File: config.mk
export PLATFORM = sky130hd
export DESIGN_NAME = kamikaze_fetch
export DESIGN_NICKNAME = d
export VERILOG_FILES = /design/src/rtl/kamikaze_fetch.sv
export SDC_FILE = /design/constraint.sdc
export NUM_CORES = 1
export LEC_CHECK = 0
export CAP_MARGIN = 25
export CORE_UTILIZATION = 54
export CTS_CLUSTER_DIAMETER = 120
export DETAILED_ROUTE_END_ITERATION = 8
export GPL_ROUTABILITY_DRIVEN = 0
export GPL_TIMING_DRIVEN = 0
export PLACE_DENSITY = 0.86
export SYNTH_ARGS = -nofsm -noshare
export SYNTH_HDL_FRONTEND = slang
export SYNTH_SLANG_ARGS = --single-unit
export TNS_END_PERCENT = 1
File: constraint.sdc
create_clock -name clk_i -period 6.2 [get_ports clk_i]
set_input_delay 0.93 -clock clk_i [delete_from_list [all_inputs] [get_ports clk_i]]
set_output_delay 0.93 -clock clk_i [all_outputs]
set_load 0.01 [all_outputs]
File: src/rtl/kamikaze_fetch.sv
// kamikaze_fetch: instruction prefetch and RV32IC realignment.
// Whole words are fetched into a small FIFO. The current pc selects a
// halfword of the head word. A 32-bit instruction that starts in the upper
// half of the head word takes its upper 16 bits from the next FIFO entry.
module kamikaze_fetch #(
    parameter logic [31:0] BOOT_ADDR  = 32'h0000_0000,
    parameter int          FIFO_DEPTH = 2
) (
    input  logic        clk_i,
    input  logic        rst_i,
    output logic        imem_req_o,
    output logic [31:0] imem_addr_o,
    input  logic        imem_gnt_i,
    input  logic        imem_rvalid_i,
    input  logic [31:0] imem_rdata_i,
    output logic [31:0] instr_o,
    output logic        is_compressed_instr_o,
    output logic [31:0] pc_o,
    output logic        instr_valid_o,
    input  logic        instr_ready_i,
    input  logic        branch_i,
    input  logic [31:0] branch_target_i
);

    localparam int CW = $clog2(FIFO_DEPTH + 1);
    localparam int PW = (FIFO_DEPTH > 1) ? $clog2(FIFO_DEPTH) : 1;
    localparam logic [CW:0] DEPTH_W = (CW + 1)'(FIFO_DEPTH);

    logic [31:0]   fifo_mem [FIFO_DEPTH];
    logic [PW-1:0] rd_ptr, wr_ptr, nxt_ptr;
    logic [CW-1:0] fifo_count, outstanding, drop_cnt;
    logic [31:0]   fetch_addr, pc;

    logic [31:0] head;
    logic [15:0] nxt_lo, half;
    logic        half_comp, need_two, out_valid;
    logic [31:0] out_instr;
    logic        grant, push, pop, transfer;

    function automatic logic [PW-1:0] ptr_inc(input logic [PW-1:0] p);
        return (p == PW'(FIFO_DEPTH - 1)) ? '0 : p + PW'(1);
    endfunction

    assign nxt_ptr = ptr_inc(rd_ptr);
    assign head    = fifo_mem[rd_ptr];
    assign nxt_lo  = fifo_mem[nxt_ptr][15:0];

    // Realignment works on the halfword at pc. The second word is needed
    // only for a 32-bit instruction that starts in the upper half.
    assign half      = pc[1] ? head[31:16] : head[15:0];
    assign half_comp = (half[1:0] != 2'b11);
    assign need_two  = pc[1] && !half_comp;
    assign out_valid = need_two ? (fifo_count >= CW'(2)) : (fifo_count != '0);
    assign out_instr = half_comp ? {16'h0000, half}
                     : (pc[1] ? {nxt_lo, head[31:16]} : head);

    // The data outputs are zeroed when no instruction is available. The
    // gating uses registered state only, so branch_i reaches instr_valid_o alone.
    assign instr_o               = out_valid ? out_instr : '0;
    assign is_compressed_instr_o = out_valid && half_comp;
    assign instr_valid_o         = out_valid && !branch_i;
    assign pc_o                  = pc;

    // Requests are gated by rst_i so that none is issued while reset is held.
    // The room check counts words that are buffered and words that are in flight.
    assign imem_req_o  = rst_i && !branch_i &&
                         (({1'b0, fifo_count} + {1'b0, outstanding}) < DEPTH_W);
    assign imem_addr_o = fetch_addr;

    assign grant    = imem_req_o && imem_gnt_i;
    assign push     = imem_rvalid_i && (drop_cnt == '0) && !branch_i;
    assign transfer = instr_valid_o && instr_ready_i;
    // Only a compressed instruction in the low half leaves data in the head word.
    assign pop      = transfer && (pc[1] || !half_comp);

    // FIFO storage. Stale contents are harmless because the outputs are gated by count.
    always_ff @(posedge clk_i) begin
        if (push) begin
            fifo_mem[wr_ptr] <= imem_rdata_i;
        end
    end

    // Fetch control: pointers, counters, pc and the redirect flush.
    always_ff @(posedge clk_i or negedge rst_i) begin
        if (!rst_i) begin
            fetch_addr  <= BOOT_ADDR;
            pc          <= BOOT_ADDR;
            rd_ptr      <= '0;
            wr_ptr      <= '0;
            fifo_count  <= '0;
            outstanding <= '0;
            drop_cnt    <= '0;
        end else if (branch_i) begin
            pc          <= branch_target_i & ~32'h0000_0001;
            fetch_addr  <= branch_target_i & ~32'h0000_0003;
            rd_ptr      <= '0;
            wr_ptr      <= '0;
            fifo_count  <= '0;
            // No request is issued in a redirect cycle. Every response still
            // pending is stale, including responses already marked for dropping.
            // The drop count is therefore the new outstanding count.
            outstanding <= outstanding - CW'(imem_rvalid_i);
            drop_cnt    <= outstanding - CW'(imem_rvalid_i);
        end else begin
            if (grant) begin
                fetch_addr <= fetch_addr + 32'd4;
            end
            outstanding <= outstanding + CW'(grant) - CW'(imem_rvalid_i);
            if (imem_rvalid_i && (drop_cnt != '0)) begin
                drop_cnt <= drop_cnt - CW'(1);
            end
            if (push) begin
                wr_ptr <= ptr_inc(wr_ptr);
            end
            if (pop) begin
                rd_ptr <= nxt_ptr;
            end
            fifo_count <= fifo_count + CW'(push) - CW'(pop);
            if (transfer) begin
                pc <= pc + (half_comp ? 32'd2 : 32'd4);
            end
        end
    end

endmodule
==> out/results.ini, run 1 <==
[route]
wirelength_um=21800
dr.pass1.iters=7
vias=6426
drtAntennaViolNets=0
drt-initial-drc-count=1185
via_per_inst=6.50
drc=0
wire_per_inst_um=22.1

[synthesis]
synth_edf_count=64
yosys.area_share.simple_pct=17.9
netlist_area_um2=7080
synth_top_family_by_area=simple AND/OR/NAND/NOR gates
synthCells=616
ys_warn_count=0
ys_seq_area_share_pct=51.5
yosysTopAreaCell=edfxtp_1
synth.most_common_cell=dfrtp_1
netlist-cell-type-count=55
syn_avg_cell_area_um2=11.5
ys_ff_latch=133
synth.mux.area_fraction_pct=11.5
synthAdderAreaFrac_pct=1.70
synth_ff_type=dfrtp_1
synthTopCellsByArea=edfxtp_1 (27%), dfrtp_1 (24%), mux4_2 (9.9%)
synth.top_cell.area_share_pct=27.1
synth_xor_area_share_pct=3.46
synth_compound_area_share_pct=10.4
synth.top_cells.by_count=dfrtp_1 (69), edfxtp_1 (64), nand2_1 (54)
synthArstFlopShare_pct=51.9

[place]
dp.cells=955
dp_hpwl_um=15000
post-place-ws_ns=1.90
io_buffers=164

[min_path]
hold_path_class=register to register

[grt]
antenna_found_initial=1
global_route.overflow_total=0
grt_pass1_vias=6505
groute.usage.overall_pct=33.9
grt_pass1_wl_um=33500
grt_max_degree=71

[clock_network]
tritoncts=built
cts_htree_levels=4
path_clk_slew_ns=0.06
cts.path.max_buffers=2
post_cts_buffers=0
clock_latency_ns=0.43
cts_resized=0
clkSinkCount=133
ctsRootBufferMaster=clkbuf_16
cts_made_buffers=17
ctsHoldBuffers=0

[critical_path]
cp_max_fo=10
critical_path.top_delay_family=buffers and inverters
max_stage_delay_ns=0.57
crit_type=register to primary output
endpoint_kind=primary output
cp_slowest_cell=a31oi_1
cp.required_ns=5.27
path_cells=buf_2 -> nand4b_1 -> a31oi_1 -> or3_1 -> clkbuf_1 -> and2b_1 -> clkdlybuf4s50_1
cp-start-kind=register
arrival_ns=3.56
crit_buf_inv=3

[floorplan]
initial_utilization_pct=55.7
die_x_um=117
dieArea_um2=13600
num_rows=41
placeableCoreArea_um2=12700
pin_count=169
dieHeight_um=117

[finish]
syn2layout_area_growth_pct=35.6
finalNonFillerCells=988
fillCellCount=789
nets=881
drive_gt1_share_pct=11.2

[job]
drv_cap=0

[outcome]
status=completed

[timing]
fin_worst_skew_ns=0.00871
slew_violations=0
fin_crit_ns=4.49
rsz0062_at_grt=false
setup_slack_ns=1.71
period_share_pct=72.3
setup-violations-final=0
clock.fmax_mhz=223
final_hold_viol_count=0
slew_headroom_pct=34.8
tightest_slew_ns=0.976

[pwr]
peakVddDrop_v=0.000218
leakagePower_nw=3.49
powerDensity_nw_per_um2=290

-- sequential cells by signal (all words and copies together), names as in the netlist --
name	count
drop_cnt	2
rd_ptr	1
fifo_mem	64
fifo_count	2
pc_o	31
imem_addr_o	30
outstanding	2
wr_ptr	1
-- cell families (layout without fill, tap and decap cells) --
group	count (synthesis)	count (layout)
AND/OR/NAND/NOR	237	237
flip-flops	133	133
multiplexers	40	40
AO/OA/AOI/OAI	113	113
adder cells (fa/ha/maj)	9	9
other	1	4
XOR/XNOR	28	28
buffers and inverters	55	252
-- power breakdown --
part           switching [mW]  leakage, nW  internal [mW]  total (mW)
clock                   0.383        0.299          0.707        1.09
sequential             0.0974         1.40           1.01        1.11
combinational           0.290         1.79          0.298       0.587
-- routing by layer --
metal | vias to the layer above | GRT usage [%] | routed length [µm]
li1 | 2745 | - | -
met1 | 3115 | 41.4 | 7950
met2 | 464 | 55.1 | 10800
met3 | 102 | 8.72 | 2090
met4 | 0 | 18.8 | 948
met5 | - | 0 | 0
-- area by class of cell --
class                           instances  area (µm²)  area share [%]
Clock inverter                         15         210            2.19
Antenna cell                            1        2.50          0.0261
Multi-Input combinational cell        430        3210            33.4
Tap cell                              172         215            2.24
Clock buffer                           17         425            4.43
Inverter                               16        60.1           0.625
Timing Repair Buffer                  165        1650            17.1
Sequential cell                       133        3650            38.0
Buffer                                 39         185            1.93
-- placed cells by master (no fill, tap or decap), types with 6 or more instances in the layout --
| cell | netlist | layout |
|---|---|---|
| clkdlybuf4s50_1 | 0 | 163 |
| dfrtp_1 | 69 | 69 |
| edfxtp_1 | 64 | 64 |
| nand2_1 | 54 | 54 |
| nor2_1 | 41 | 39 |
| o21ai_0 | 37 | 37 |
| mux4_2 | 31 | 31 |
| nand3_1 | 27 | 27 |
| nor2b_1 | 23 | 23 |
| nand4_1 | 21 | 21 |
| a31oi_1 | 21 | 21 |
| clkbuf_1 | 19 | 19 |
| clkbuf_16 | 0 | 17 |
| xnor2_1 | 16 | 16 |
| inv_1 | 15 | 15 |
| a21oi_1 | 13 | 13 |
| o311ai_0 | 13 | 13 |
| xor2_1 | 12 | 12 |
| and3_1 | 11 | 11 |
| buf_2 | 10 | 10 |
| and2b_1 | 9 | 9 |
| nor4_1 | 9 | 9 |
| or4_1 | 9 | 9 |
| o31ai_1 | 8 | 8 |
| ha_1 | 8 | 8 |
| and2_1 | 7 | 7 |
| or3_1 | 7 | 7 |
| mux2_2 | 7 | 7 |
| o211ai_1 | 6 | 6 |
-- final timing paths --
| check | start | end | slack [ns] | cells past startpoint |
|---|---|---|---|---|
| worst max-delay path | pc_o[1]$_DFFE_PN0P_ | instr_o[28] | 1.71 | 7 |
| worst min-delay path | outstanding[1]$_DFF_PN0_ | outstanding[1]$_DFF_PN0_ | 0.55 | 1 |
| worst max register to register | fifo_count[0]$_DFF_PN0_ | outstanding[1]$_DFF_PN0_ | 2.46 | 13 |
| worst min register to register | outstanding[1]$_DFF_PN0_ | outstanding[1]$_DFF_PN0_ | 0.55 | 1 |
| max in group asynchronous | rst_i | pc_o[13]$_DFFE_PN0P_ | 4.99 | 1 |
| min in group asynchronous | rst_i | pc_o[29]$_DFFE_PN0P_ | 0.62 | 1 |
-- worst register-to-register path, cell delays in order, from the launching register on --
cell and delay, ns:
dfrtp_1 0.43, and2_1 0.20, fa_1 0.45, nor4b_1 0.53
and2_1 0.34, inv_1 0.10, buf_2 0.21, buf_1 0.32
ha_1 0.38, inv_1 0.04, ha_1 0.18, xnor2_1 0.12
o21ai_0 0.21, xor2_1 0.17
-- per-stage QoR --
| step | setup TNS [ns] | instance area, µm² | utilization, % | power [mW] | hold slack, ns |
|---|---|---|---|---|---|
| after CTS | 0 | 9600 | 75.5 | 2.77 | 0.550 |
| final | 0 | 9600 | 75.5 | 2.79 | 0.553 |
| after global routing | 0 | 9600 | 75.5 | 2.88 | 0.573 |
| after global placement | -0.145 | 8940 | 70.3 | 1.66 | 0.530 |
| after detailed placement | 0 | 8960 | 70.5 | 1.69 | 0.543 |
| after floorplan | 0 | 7090 | - | 1.40 | 0.510 |
Note: power is estimated with default switching activity, not from simulation.
==> run 2, diff against run 1 <==
--- a/config.mk
+++ b/config.mk
@@ -6,12 +6,12 @@
 export NUM_CORES = 1
 export LEC_CHECK = 0
 export CAP_MARGIN = 25
-export CORE_UTILIZATION = 54
+export CORE_UTILIZATION = 50
 export CTS_CLUSTER_DIAMETER = 120
 export DETAILED_ROUTE_END_ITERATION = 8
 export GPL_ROUTABILITY_DRIVEN = 0
 export GPL_TIMING_DRIVEN = 0
-export PLACE_DENSITY = 0.86
+export PLACE_DENSITY = 0.8
 export SYNTH_ARGS = -nofsm -noshare
 export SYNTH_HDL_FRONTEND = slang
 export SYNTH_SLANG_ARGS = --single-unit
==> constraint.sdc (replaced) <==
create_clock -name clk_i -period 4.4 [get_ports clk_i]
set_input_delay 0.66 -clock clk_i [delete_from_list [all_inputs] [get_ports clk_i]]
set_output_delay 0.66 -clock clk_i [all_outputs]
set_load 0.01 [all_outputs]
==> out/results.ini, run 2 (synthesized netlist as in run 1, its figures left out) <==
[outcome]
status=completed

[grt]
grt_pass1_vias=6145
global_route.overflow_total=0
grt_pass1_wl_um=32900
antenna_found_initial=0
groute.usage.overall_pct=29.9
grt_max_degree=71

[pwr]
p_sw_share_pct=29.4
power_switching_mw=1.12
clkPwrFrac_pct=37.7
p_int_mw=2.69
powerDensity_nw_per_um2=399
p_comb_share_pct=21.4
pwr-share-seq_pct=40.9
peakVddDrop_v=0.000309
power_mw=3.81
leakagePower_nw=3.47

[clock_network]
ctsHoldBuffers=0
cts.path.max_buffers=2
clkSinkCount=133
clock_latency_ns=0.43
cts_resized=0
ctsRootBufferMaster=clkbuf_16
post_cts_buffers=0
cts_made_buffers=17
cts_htree_levels=4
tritoncts=built
path_clk_slew_ns=0.06

[critical_path]
cp-start-kind=register
cp_max_fo=10
crit_type=register to primary output
endpoint_kind=primary output
arrival_ns=3.54
cp.required_ns=3.74

[floorplan]
dieHeight_um=121
placeableCoreArea_um2=13800
initial_utilization_pct=51.2
num_rows=43
pin_count=169
dieArea_um2=14600
die_x_um=121

[finish]
finalNonFillerCells=995
syn2layout_area_growth_pct=35.2
multi_input_area_um2=3210
layout.area.seq_um2=3650
nets=881
final_common_cell=clkdlybuf4s50_1
drive_gt1_share_pct=11.7
largest_reg_flops=64
top_register=fifo_mem
antenna_cells=0
postLayoutCoreUtil_pct=69.2
final_cell_mix=clkdlybuf4s50_1 (163), dfrtp_1 (69), edfxtp_1 (64), nand2_1 (54), nor2_1 (39)
fillCellCount=945

[route]
vias=6363
drtAntennaViolNets=0
dr.pass1.iters=6
wirelength_um=21100
drt-initial-drc-count=865
drc=0
wire_per_inst_um=21.3
via_per_inst=6.39

[timing]
clock.fmax_mhz=238
tightest_slew_ns=0.971
fin_crit_ns=4.20
setup-violations-final=0
slew_violations=0
rsz0062_at_grt=false
fin_worst_skew_ns=0.00577
slew_headroom_pct=35.1
period_share_pct=95.5
final_hold_viol_count=0

[min_path]
hold_path_class=primary input to asynchronous set/reset pin

[place]
dp_hpwl_um=15100
dp.cells=963
io_buffers=164

[job]
drv_cap=0

-- run 2: cell count changes in the layout (fill, tap and decap cells not counted), sizes merged --
cell	previous run	this run
bufinv	5	2
inv	16	21
clkinv	7	5
diode	1	0
-- run 2: per-stage QoR --
| stage | instance area (µm²) | TNS, ns | setup WS, ns | hold slack [ns] |
|---|---|---|---|---|
| floorplan | 7090 | 0 | 1.16 | 0.364 |
| finish | 9570 | 0 | 0.199 | 0.350 |
| CTS | 9570 | 0 | 0.263 | 0.391 |
| global placement | 8950 | -52.74 | -1.76 | 0.536 |
| global route | 9570 | 0 | 0.0284 | 0.434 |
| detailed placement | 8970 | 0 | 0.340 | 0.548 |
-- run 2: per-layer routing --
metal / track usage (%) / wire length, µm / share of wire [%]
met5: 0 / 0 / 0
met4: 12.7 / 553 / 2.6
met3: 8.65 / 2220 / 11
met2: 46.5 / 10200 / 48
met1: 39.2 / 8180 / 39
-- run 2: final timing paths --
| kind | depth (start not counted) | from | slack (ns) | to |
|---|---|---|---|---|
| setup / recovery | 7 | pc_o[1]$_DFFE_PN0P_ | 0.20 | instr_o[30] |
| hold / removal | 1 | rst_i | 0.35 | imem_addr_o[26]$_DFFE_PN0N_ |
| setup reg to reg | 13 | fifo_count[0]$_DFF_PN0_ | 0.66 | outstanding[1]$_DFF_PN0_ |
| hold reg to reg | 1 | outstanding[1]$_DFF_PN0_ | 0.56 | outstanding[1]$_DFF_PN0_ |
| max in group asynchronous | 1 | rst_i | 3.45 | rd_ptr$_DFFE_PN0P_ |
| min in group clk_i | 1 | outstanding[1]$_DFF_PN0_ | 0.56 | outstanding[1]$_DFF_PN0_ |
-- run 2: layout make-up --
type,instances,area share [%]
timing repair buffer,165,17.2
tap,180,2.35
sequential,133,38.1
multi-input combinational,430,33.5
buffer,39,1.93
clock inverter,15,1.79
clock buffer,17,4.44
inverter,16,0.627
-- run 2: critical path: stages (launching register included) --
cell,delay (ns)
dfrtp_1,0.41
buf_2,0.25
nand4_1,0.25
a31oi_1,0.59
or3_1,0.36
clkbuf_1,0.50
and2b_1,0.25
clkdlybuf4s50_1,0.51
-- run 2: power groups by stage --
stage / Sequential (mW) / Combinational, mW / Clock (mW)
floorplan: 1.57 / 0.401 / 0
global placement: 1.57 / 0.781 / 0
detailed placement: 1.58 / 0.804 / 0
CTS: 1.55 / 0.813 / 1.44
global route: 1.57 / 0.883 / 1.50
finish: 1.56 / 0.816 / 1.44
==> run 3, diff against run 2 <==
--- a/config.mk
+++ b/config.mk
@@ -5,7 +5,7 @@
 export SDC_FILE = /design/constraint.sdc
 export NUM_CORES = 1
 export LEC_CHECK = 0
-export CAP_MARGIN = 25
+export CAP_MARGIN = 5
 export CORE_UTILIZATION = 50
 export CTS_CLUSTER_DIAMETER = 120
 export DETAILED_ROUTE_END_ITERATION = 8
==> out/results.ini, run 3 (synthesized netlist as in run 1, its figures left out) <==
[finish]
antenna_cells=0
finalInstanceArea_um2=9580
final_common_cell=clkdlybuf4s50_1
postLayoutCoreUtil_pct=69.3
top_register=fifo_mem
drive_gt1_share_pct=11.7
syn2layout_area_growth_pct=35.3
finalNonFillerCells=994
largest_reg_flops=64
final_cell_mix=clkdlybuf4s50_1 (163), dfrtp_1 (69), edfxtp_1 (64), nand2_1 (54), nor2_1 (39)
nets=880

[pwr]
peakVddDrop_v=0.000274
p_sw_share_pct=29.6
p_comb_share_pct=21.4
power_mw=3.82
p_int_mw=2.69
powerDensity_nw_per_um2=399
pwr-share-seq_pct=40.8
power_switching_mw=1.13
leakagePower_nw=3.47
clkPwrFrac_pct=37.7

[grt]
grt_pass1_wl_um=32200
groute.usage.overall_pct=29.5
global_route.overflow_total=0
grt_max_degree=71
antenna_found_initial=0
grt_pass1_vias=6077

[timing]
setup-violations-final=0
period_share_pct=94.6
slew_violations=0
clock.fmax_mhz=240
rsz0062_at_grt=false
setup_slack_ns=0.236
holdWs_ns=0.366
slew_headroom_pct=35.5
fin_crit_ns=4.16
fin_worst_skew_ns=0.00676
fin_setup_tns_ns=0
tightest_slew_ns=0.965
final_hold_viol_count=0

[critical_path]
critical_path.top_delay_family=buffers and inverters
crit_type=register to primary output
cp-start-kind=register
reg2regPathDepth=13
cp.required_ns=3.74
path_cells=buf_2 -> nand4b_1 -> a31oi_4 -> or3_1 -> clkbuf_1 -> and2b_1 -> clkdlybuf4s50_1
arrival_ns=3.50
crit_buf_inv=3
cp.depth=7
endpoint_kind=primary output
cp_slowest_cell=clkdlybuf4s50_1
max_stage_delay_ns=0.52
cp_max_fo=10

[clock_network]
cts_htree_levels=4
cts.path.max_buffers=2
path_clk_slew_ns=0.06
tritoncts=built
clkSinkCount=133
ctsHoldBuffers=0
clock_latency_ns=0.43
ctsRootBufferMaster=clkbuf_16
cts_made_buffers=17

[route]
drc=0
vias=6276
drtAntennaViolNets=0
wirelength_um=21000
via_per_inst=6.31
dr.pass1.iters=6
drt-initial-drc-count=804
wire_per_inst_um=21.1

[floorplan]
num_rows=43
die_x_um=121
dieArea_um2=14600
placeableCoreArea_um2=13800
dieHeight_um=121
pin_count=169
initial_utilization_pct=51.2

[place]
dp_hpwl_um=14900
post-place-ws_ns=0.268
io_buffers=164
post_dp_cell_area_um2=8970
dp.cells=962

[min_path]
hold_path_class=primary input to asynchronous set/reset pin

[outcome]
status=completed

[job]
drv_cap=0

[run 3: cell types whose count changed in the layout (fill, tap and decap cells not counted), sizes merged]
cell	previous run	this run
clkinvlp	3	2
buf	22	21
clkinv	5	6
[run 3: cell type report]
type | instances | area, µm²
clock buffers | 17 | 425
repair buffers | 164 | 1640
fillers | 953 | 4250
multi-input cells | 430 | 3220
well taps | 180 | 225
plain buffers | 39 | 185
inverters | 16 | 60.1
clock inverters | 15 | 170
flip-flops and latches | 133 | 3650
[run 3: metal layers]
metal	GRT usage (%)	routed length (µm)	part of all wire, %	vias to the layer above
met4	11.7	481	2.3	0
met1	37.6	8180	39	3073
met5	0	0	0	-
li1	-	-	-	2727
met3	8.79	2160	10	51
met2	47.2	10200	49	425
[run 3: worst paths after layout]
check,startpoint,end,slack [ns]
worst max-delay path,pc_o[1]$_DFFE_PN0P_,instr_o[30],0.24
worst min-delay path,rst_i,imem_addr_o[11]$_DFFE_PN0N_,0.37
worst max register to register,fifo_count[0]$_DFF_PN0_,outstanding[1]$_DFF_PN0_,0.59
worst min register to register,imem_addr_o[16]$_DFFE_PN0N_,imem_addr_o[16]$_DFFE_PN0N_,0.59
max in group asynchronous,rst_i,pc_o[27]$_DFFE_PN0P_,3.46
min in group clk_i,imem_addr_o[16]$_DFFE_PN0N_,imem_addr_o[16]$_DFFE_PN0N_,0.59
[run 3: what timing repair did]
item                                    4_1_cts  5_1_grt
buffers inserted                              0        0
resized for setup                             1        1
endpoints found under the setup margin       10        3
[run 3: power groups by stage]
| stage | sequential [mW] | combinational [mW] | clock, mW |
|---|---|---|---|
| detailed placement | 1.58 | 0.800 | 0 |
| finish | 1.56 | 0.819 | 1.44 |
| global placement | 1.57 | 0.781 | 0 |
| floorplan | 1.57 | 0.401 | 0 |
| global route | 1.57 | 0.882 | 1.50 |
| CTS | 1.55 | 0.813 | 1.45 |
[run 3: worst reg2reg max path, stage by stage (launching register included)]
cell,delay (ns)
dfrtp_1,0.43
and2_1,0.20
fa_1,0.43
nor4b_1,0.73
and2_1,0.31
inv_1,0.08
buf_2,0.19
buf_1,0.28
ha_1,0.38
inv_1,0.04
ha_1,0.19
xnor2_1,0.13
o21ai_0,0.19
xor2_1,0.16
